==> src/rtl/tt_um_semaforo.sv <==
// Two-street traffic-light controller with parade-mode override (TinyTapeout tile).
// Street A and street B lights are decoded from a 4-state Moore FSM; parade mode
// (flag m_q) holds street B on green. The yellow phases are timed by an up-counter.
module tt_um_semaforo #(
   parameter int YELLOW_CYCLES = 5
) (
   input  logic       clk,
   input  logic       rst_n,
   input  logic [7:0] ui_in,
   output logic [7:0] uo_out,
   input  logic [7:0] uio_in,
   output logic [7:0] uio_out,
   output logic [7:0] uio_oe,
   input  logic       ena
);

   localparam int TW = $clog2(YELLOW_CYCLES + 1);
   localparam logic [TW-1:0] T_LAST = TW'(YELLOW_CYCLES - 1);

   localparam logic [1:0] GREEN  = 2'b00;
   localparam logic [1:0] YELLOW = 2'b01;
   localparam logic [1:0] RED    = 2'b10;

   typedef enum logic [1:0] {
      S0_A_GREEN  = 2'd0,
      S1_A_YELLOW = 2'd1,
      S2_B_GREEN  = 2'd2,
      S3_B_YELLOW = 2'd3
   } state_t;

   state_t         state_q, state_d;
   logic           m_q, m_d;
   logic [TW-1:0]  timer_q, timer_d;
   logic [1:0]     la, lb;

   logic ta, tb, p, r;
   assign ta = ui_in[0];
   assign tb = ui_in[1];
   assign p  = ui_in[2];
   assign r  = ui_in[3];

   // Pins that the tile provides but this block never looks at.
   logic unused_pins;
   assign unused_pins = &{1'b0, ui_in[7:4], uio_in, ena};

   // Next-state logic: mode flag (R beats P), light sequencing and yellow timer.
   always_comb begin
      m_d     = m_q;
      state_d = state_q;
      timer_d = timer_q;

      if (r) begin
         m_d = 1'b0;
      end else if (p) begin
         m_d = 1'b1;
      end

      unique case (state_q)
         S0_A_GREEN: begin
            if (!ta) begin
               state_d = S1_A_YELLOW;
               timer_d = '0;
            end
         end
         S1_A_YELLOW: begin
            if (timer_q == T_LAST) begin
               state_d = S2_B_GREEN;
               timer_d = '0;
            end else begin
               timer_d = timer_q + TW'(1);
            end
         end
         S2_B_GREEN: begin
            // Uses the registered mode flag, so a P pulse only matters from the next cycle.
            if (!tb && !m_q) begin
               state_d = S3_B_YELLOW;
               timer_d = '0;
            end
         end
         S3_B_YELLOW: begin
            if (timer_q == T_LAST) begin
               state_d = S0_A_GREEN;
               timer_d = '0;
            end else begin
               timer_d = timer_q + TW'(1);
            end
         end
         default: begin
            state_d = S0_A_GREEN;
            timer_d = '0;
         end
      endcase
   end

   // State, mode flag and timer registers with asynchronous active-low reset.
   always_ff @(posedge clk or negedge rst_n) begin
      if (!rst_n) begin
         state_q <= S0_A_GREEN;
         m_q     <= 1'b0;
         timer_q <= '0;
      end else begin
         state_q <= state_d;
         m_q     <= m_d;
         timer_q <= timer_d;
      end
   end

   // Light decode from the state register only; never drives 2'b11 or two non-reds.
   always_comb begin
      la = RED;
      lb = RED;
      unique case (state_q)
         S0_A_GREEN:  begin la = GREEN;  lb = RED;    end
         S1_A_YELLOW: begin la = YELLOW; lb = RED;    end
         S2_B_GREEN:  begin la = RED;    lb = GREEN;  end
         S3_B_YELLOW: begin la = RED;    lb = YELLOW; end
         default:     begin la = RED;    lb = RED;    end
      endcase
   end

   assign uo_out  = {3'b000, m_q, lb, la};
   assign uio_out = 8'h00;
   assign uio_oe  = 8'h00;

endmodule

==> config.mk <==
export PLATFORM = sky130hd
export DESIGN_NAME = tt_um_semaforo
export DESIGN_NICKNAME = d
export VERILOG_FILES = /design/src/rtl/tt_um_semaforo.sv
export SDC_FILE = /design/constraint.sdc
export NUM_CORES = 1
export LEC_CHECK = 0
export BUFFER_PORTS_ARGS = -buffer_cell sky130_fd_sc_hd__buf_2
export CAP_MARGIN = 25
export CORE_MARGIN = 1
export CORE_UTILIZATION = 37
export CTS_CLUSTER_SIZE = 20
export DETAILED_ROUTE_END_ITERATION = 10
export HOLD_SLACK_MARGIN = 0.1
export MAX_ROUTING_LAYER = met4
export PLACE_DENSITY = 0.77
export SLEW_MARGIN = 20
export SYNTH_ARGS = -nofsm -noshare
export SYNTH_HDL_FRONTEND = slang
export SYNTH_SLANG_ARGS = --single-unit
==> constraint.sdc <==
create_clock -name clk -period 1.8 [get_ports clk]
set_clock_uncertainty 0.15 [all_clocks]
set_input_delay 0 -clock clk [delete_from_list [all_inputs] [get_ports clk]]
set_output_delay 0 -clock clk [all_outputs]
set_load 0.1 [all_outputs]
Word level (Yosys, flattened, before mapping). Cells that the tools add are included.

Flip-flop bits (word level): 6. Logic and storage cells: 35.

$add $sub $neg: 1. Eq/ne operators: 8. Muxes and demuxes: 13. Reduce and logical (&&, ||, !) cells: 10.

Operator list (count): 2-bit case mux with 3 select lines (2); 3-bit two-way mux (3); 3-bit case mux with 3 select lines (1); 2-bit two-way mux (4); 2-bit inequality test, second input constant (4); 2-bit case mux with 4 select lines (1); 2-bit OR reduction (3); 2-bit == test, second input constant (2); 4-bit AND reduction (1); 3-bit by 1-bit adder with 3-bit output, second input constant (1); 3-bit == test, second input constant (1); 2-bit by 1-bit == test with 1-bit output, second input constant (1); 1-bit zero test (2); 2-bit zero test (1); 1-bit two-way mux (2); 2-bit AND reduction (1); 2-bit nonzero test (1); 1-bit logical AND (1).

Logic depth before layout (Yosys ltp). Gate-level depths: netlist of the first run.

Depth in word-level cells: 4. Mapped depth: 5.

Worst setup path before layout of the first run. Ideal clock, no wire load.

Kind: reg-to-output. From: reg state_q[1]. To: out uo_out[1]. Arrival: 3430 ps. Path slack: -1780 ps. Stages on the path, launching flop included: 4. Buffers on the path: 0. Path through: dfrtp_1 ha_1 nor2_1 nor2_1.

Cells in the longest elaborated chain, start to end: 3. Elaborated cells on any way between the ends: 6. Those cells by class: 3 x eq/ne; 1 x mux; 2 x reduce/logical.

RTL lines: start, declared (RTL line 31) `state_t state_q, state_d;`; start signal, assigned (RTL line 102) `state_q <= state_d;`; 2-bit == test (RTL line 112) `unique case (state_q)`; 2-bit OR reduction (no source line); 2-bit case mux with 3 select lines (*) (RTL line 112); end, declared (RTL line 10) `output logic [7:0] uo_out,`.

Mark *: on every way between the ends. The rest lies on a longest branch, timed or not.

Final worst setup path of the first run.
From: reg state_q[0]. To: reg timer_q[0].

Cells in the longest elaborated chain, start to end: 3. Elaborated cells on any way between the ends: 9. Those cells by class: 5 x eq/ne; 1 x mux; 3 x reduce/logical.

RTL lines: 2-bit == test (tied with other cells) (RTL line 58) `unique case (state_q)`; 2-bit OR reduction (no source line) or 2-bit inequality test (tied branches); 3-bit case mux with 3 select lines or 2-bit AND reduction (tied branches); end signal, assigned (RTL line 104) `timer_q <= timer_d;`; end, declared (RTL line 33) `logic [TW-1:0] timer_q, timer_d;`.

Parallel ways exist; a longest one is shown, timed or not. A chain may end at the register's enable or synchronous reset.

==> results.toml, run 1 <==
[outcome]
status = "completed"

[floorplanning]
ioPinCount = 43
die_w_um = 40.27
core_sq_mm = 0.001334
rows = 13
dieArea_sq_mm = 0.001621
initial_core_util = 0.4062
die_h_um = 40.27

[place]
globalplace.congestion = 0.6849
dpl-instance-area_sq_um = 605.6
port_buffers = 10
hpwl_um = 700.3

[grt]
antenna_found_initial = 0
first_global_vias = 367
grt_pass1_wl_um = 1455
grt_usage = 0.1473
grt_max_degree = 7
overflow = 0

[setup_path]
endpoint_kind = "flop"
required_ns = 1.77
crit_type = "reg2reg"
rr_startpoint = "state_q[0]"
critical_path.slowest_cell = "dfrtp_1"
path_cells = "inv_1 -> ha_1 -> o21ai_2 -> nand2_1 -> mux2_2"
r2r_cells = 5
crit_fanout = 4
crit_path_start_kind = "flop"
slowest_delay_ns = 0.37
r2r-end = "timer_q[0]"
r2r_slack_ns = 0.19
crit_path_start = "state_q[0]"
crit_cells = 5
crit_buf_inv = 1
crit_family = "flip-flops"
cp-endpoint = "timer_q[0]"
arrival_ns = 1.58

[drt]
route.met3.wl_um = 37
drt_iter0_markers = 2
dr.pass1.iters = 2
dr_wl_met2_um = 463
finalWirelength_um = 838
vias_per_cell = 4.198
vias = 382
drt-met1-wl_um = 337
avgRoutedWirePerCell_um = 9.209
route.detailed.drc = 0
highest_layer = "met3"
ant_nets = 0

[clock_tree]
cts_tree = "done"
cts_num_sinks = 6
cts-buffers-inserted = 3
clk_pin_slew_ns = 0.04
clk_latency_ns = 0.24
htreeDepth = 1
root_buffer = "clkbuf_4"
ctsLongestPathBuffers = 2

[synthesis]
syn_area_sq_um = 541.8
ys_warn_count = 0
synth_top_cell_by_area = "buf_4"
synth.distinct_cells = 17
synth-seq-area-share = 0.2771
synth_top_cell_area_share = 0.2771
syn_inst = 58
synth.area.top_cells = "buf_4 28%, dfrtp_1 28%, ha_1 16%"
ys_ff_latch = 6
avgSynthCellArea_sq_um = 9.341

[sta]
max_clock_freq_mhz = 620.4
setup_tns_ns = 0
report.final.hold_viol_count = 0
setup_viol = 0
rsz0062_at_grt = "false"
fin_crit_sh = 0.8955
slew_viol_final = 0
period_minus_slack_ns = 1.612

[run]
max-cap-violations = 0

[layout]
antenna_cells = 0
drive_gt1_frac = 0.2895
area_growth_pct = 27.02
stdcell_area_sq_um = 688.2
final_cell_mix = "19 x conb_1, 8 x buf_2, 6 x dlygate4sd3_1, 6 x dfrtp_1"
final_common_cell = "conb_1"
final_nets = 104

[min_path]
hold_path_class = "in2reg"
## metrics by stage
step / std cells / worst slack [ns] / util / hold slack (ns)
after detailed placement: 82 / 0.1811 / 0.4540 / -0.3219
after global routing: 91 / 0.09284 / 0.5159 / 0.4105
after global placement: 82 / 0.2197 / 0.4540 / -0.3256
after floorplan: 76 / 0.01890 / - / -0.4456
after CTS: 91 / 0.1676 / 0.5159 / 0.3513
final: 91 / 0.1881 / 0.5159 / 0.3666
## logic make-up (layout without fill, tap and decap cells)
group,count (synthesis),after routing,synth area share
fa+ha+maj,7,7,0.1617
flops,6,6,0.2771
buf+inv,24,24,0.3048
simple gates,11,11,0.08777
other cells,1,19,0.006922
mux,3,3,0.06004
compound gates,6,6,0.1016
## worst min-delay path by stage
stage / from / endpoint / cells past startpoint
global route: ui_in[2] / m_q / 4
global placement: rst_n / m_q / 1
detailed placement: rst_n / timer_q[2] / 1
finish: ui_in[2] / m_q / 4
CTS: ui_in[2] / m_q / 4
floorplan: rst_n / m_q / 0
## flip-flops by register name, summed over array words and instances (netlist names)
signal / cells
m_q: 1
timer_q: 3
state_q: 2
## repair_timing
item / 4_1_cts / 5_1_grt
endpoints found under the hold margin: 11 / 0
resized for setup: 0 / 0
buffers inserted: 0 / 0
hold buffers: 6 / 0
## Yosys cell counts
master,number
or3b_1,1
nand3_1,1
dfrtp_1,6
buf_4,20
ha_1,7
o2bb2ai_2,1
mux2i_1,1
o21ai_2,1
o311ai_0,1
o21ai_0,1
nand2_1,2
nor2_1,7
mux2_2,2
o2bb2ai_1,1
conb_1,1
a32oi_1,1
inv_1,4
## tightest hold or removal path, cell delays in order
cell and delay (ns):
buf_2 0.07, nor2_1 0.03, nor2_1 0.06, dlygate4sd3_1 0.55
## area by class of cell
type / count / area (sq um)
Inverter: 4 / 15.01
Multi-Input combinational cell: 46 / 334.1
Clock buffer: 3 / 22.52
Fill cell: 134 / 645.6
Tap cell: 15 / 18.77
Sequential cell: 6 / 150.1
Timing Repair Buffer: 17 / 147.6
## per-layer routing
layer	global-route usage	vias to the layer above
met5	-	-
met4	0.1000	0
met3	0.03333	0
met2	0.2742	19
met1	0.1293	175
li1	-	188
Power of run 1 is left out: the tool's default activity adds up to more than one toggle a clock period on the data nets, which glitch-free logic cannot reach.
==> run 2: changes to the inputs <==
Clock period 1.8 ns to 1.75 ns, I/O delays scaled along.
==> run 2 against run 1 <==
Against the previous run: cell area increased by 0.18%; critical path depth up 1; first-iteration DRC count stayed put; setup slack lost 0.096 ns; sequential share of layout area increased by 0.14 points; wire length shrank 11%; die area is the same; largest cell class unchanged.
==> results.toml, run 2 (synthesis results as in run 1) <==
[outcome]
status = "completed"

[grt]
gr-max-usage-layer = "met2"
first_global_vias = 337
grt_use_met1 = 0.1126
grt_use_met3 = 0.01667
grt_max_degree = 7
grt_pass1_wl_um = 1228
overflow = 0
antenna_found_initial = 0
grt_usage = 0.1237
use_met2 = 0.2258

[floorplanning]
dieArea_sq_mm = 0.001621
ioPinCount = 43
rows = 13
die_h_um = 40.27
core_sq_mm = 0.001334
die_w_um = 40.27
initial_core_util = 0.4062

[place]
dp_cells = 82
post-place-ws_ns = 0.1341
port_buffers = 10
hpwl_um = 645.1
globalplace.congestion = 0.6870

[setup_path]
crit_buf_inv = 3
path_cells = "inv_1 -> ha_1 -> buf_4 -> nor2_4 -> nor2_4 -> buf_12"
crit_fanout = 4
required_ns = 1.60
endpoint_kind = "primary output"
cp_common_cell = "nor2_4"
crit_path_start_kind = "flop"
crit_family = "buffers and inverters"
slowest_delay_ns = 0.41
arrival_ns = 1.51
crit_type = "reg2out"
critical_path.slowest_cell = "dfrtp_2"

[drt]
ant_nets = 0
drt_iter0_markers = 2
dr.pass1.iters = 2
finalWirelength_um = 746
avgRoutedWirePerCell_um = 8.198
route.detailed.drc = 0
vias = 377
vias_per_cell = 4.143

[layout]
drive_gt1_frac = 0.3026
largest_reg_flops = 3
area_growth_pct = 27.25
top_regs = "timer_q (3), state_q (2), m_q (1)"
final_cell_mix = "19 x conb_1, 8 x buf_2, 6 x dlygate4sd3_1"
largest_register = "timer_q"
final_core_util = 0.5169
antenna_cells = 0
final_nets = 104
final_common_cell = "conb_1"
finalNonFillerCells = 91

[sta]
setup_viol = 0
fin_crit_sh = 0.9475
hold-worst-slack_ns = 0.3637
slew_viol_final = 0
max_clock_freq_mhz = 603.1
fin_ws_ns = 0.09193
report.final.hold_viol_count = 0
rsz0062_at_grt = "false"
period_minus_slack_ns = 1.658

[run]
max-cap-violations = 0

[clock_tree]
cts_num_sinks = 6
cts_tree = "done"
htreeDepth = 1
root_buffer = "clkbuf_4"
ctsLongestPathBuffers = 2
clk_latency_ns = 0.23
cts-buffers-inserted = 3
clk_pin_slew_ns = 0.04

[min_path]
hold_path_class = "in2reg"
==> run 2: cell types whose count changed in the layout (fill, tap and decap cells not counted) <==
cell     previous run  this run
dfrtp_2             0         1
dfrtp_1             6         5
==> run 2: through the flow <==
stage	setup TNS, ns	area [sq um]
5_1_grt	0	689.4
2_1_floorplan	-0.03110	649.4
4_1_cts	0	689.4
3_3_place_gp	0	605.6
6_report	0	689.4
3_5_place_dp	0	605.6
==> run 2: tightest hold or removal path, stage by stage <==
cell,delay [ns]
buf_2,0.08
nor2_1,0.03
nor2_1,0.06
dlygate4sd3_1,0.54
==> run 2: path summary, 6_finish.rpt <==
path                             from    endpoint  slack, ns  cells past startpoint
min reg2reg                timer_q[2]  timer_q[2]       0.41                      1
min                          ui_in[2]         m_q       0.36                      4
min in group asynchronous       rst_n  timer_q[2]       0.53                      3
max                        state_q[0]   uo_out[1]       0.09                      6
max in group asynchronous       rst_n  state_q[0]       0.70                      3
max reg2reg                state_q[1]  state_q[1]       0.15                      5
==> run 2: repair_timing <==
action,in CTS,in global routing
gates resized for setup,1,0
endpoints found under the hold margin,11,0
setup buffers,0,0
hold buffers,6,0
endpoints found under the setup margin,1,0
==> run 2: cell type report <==
| class | instances | area (sq um) |
|---|---|---|
| fill | 125 | 644.4 |
| multi-input combinational | 46 | 334.1 |
| sequential | 6 | 151.4 |
| timing repair buffer | 17 | 147.6 |
| clock buffer | 3 | 22.52 |
| tap | 15 | 18.77 |
| inverter | 4 | 15.01 |
==> run 2: per-layer routing <==
layer / wire (um) / share of wire / vias to the layer above
li1: - / - / 188
met1: 327 / 0.44 / 170
met2: 379 / 0.51 / 19
met3: 40 / 0.054 / 0
met4: 0 / 0 / 0
met5: 0 / 0 / -
Power of run 2 is left out for the same reason.
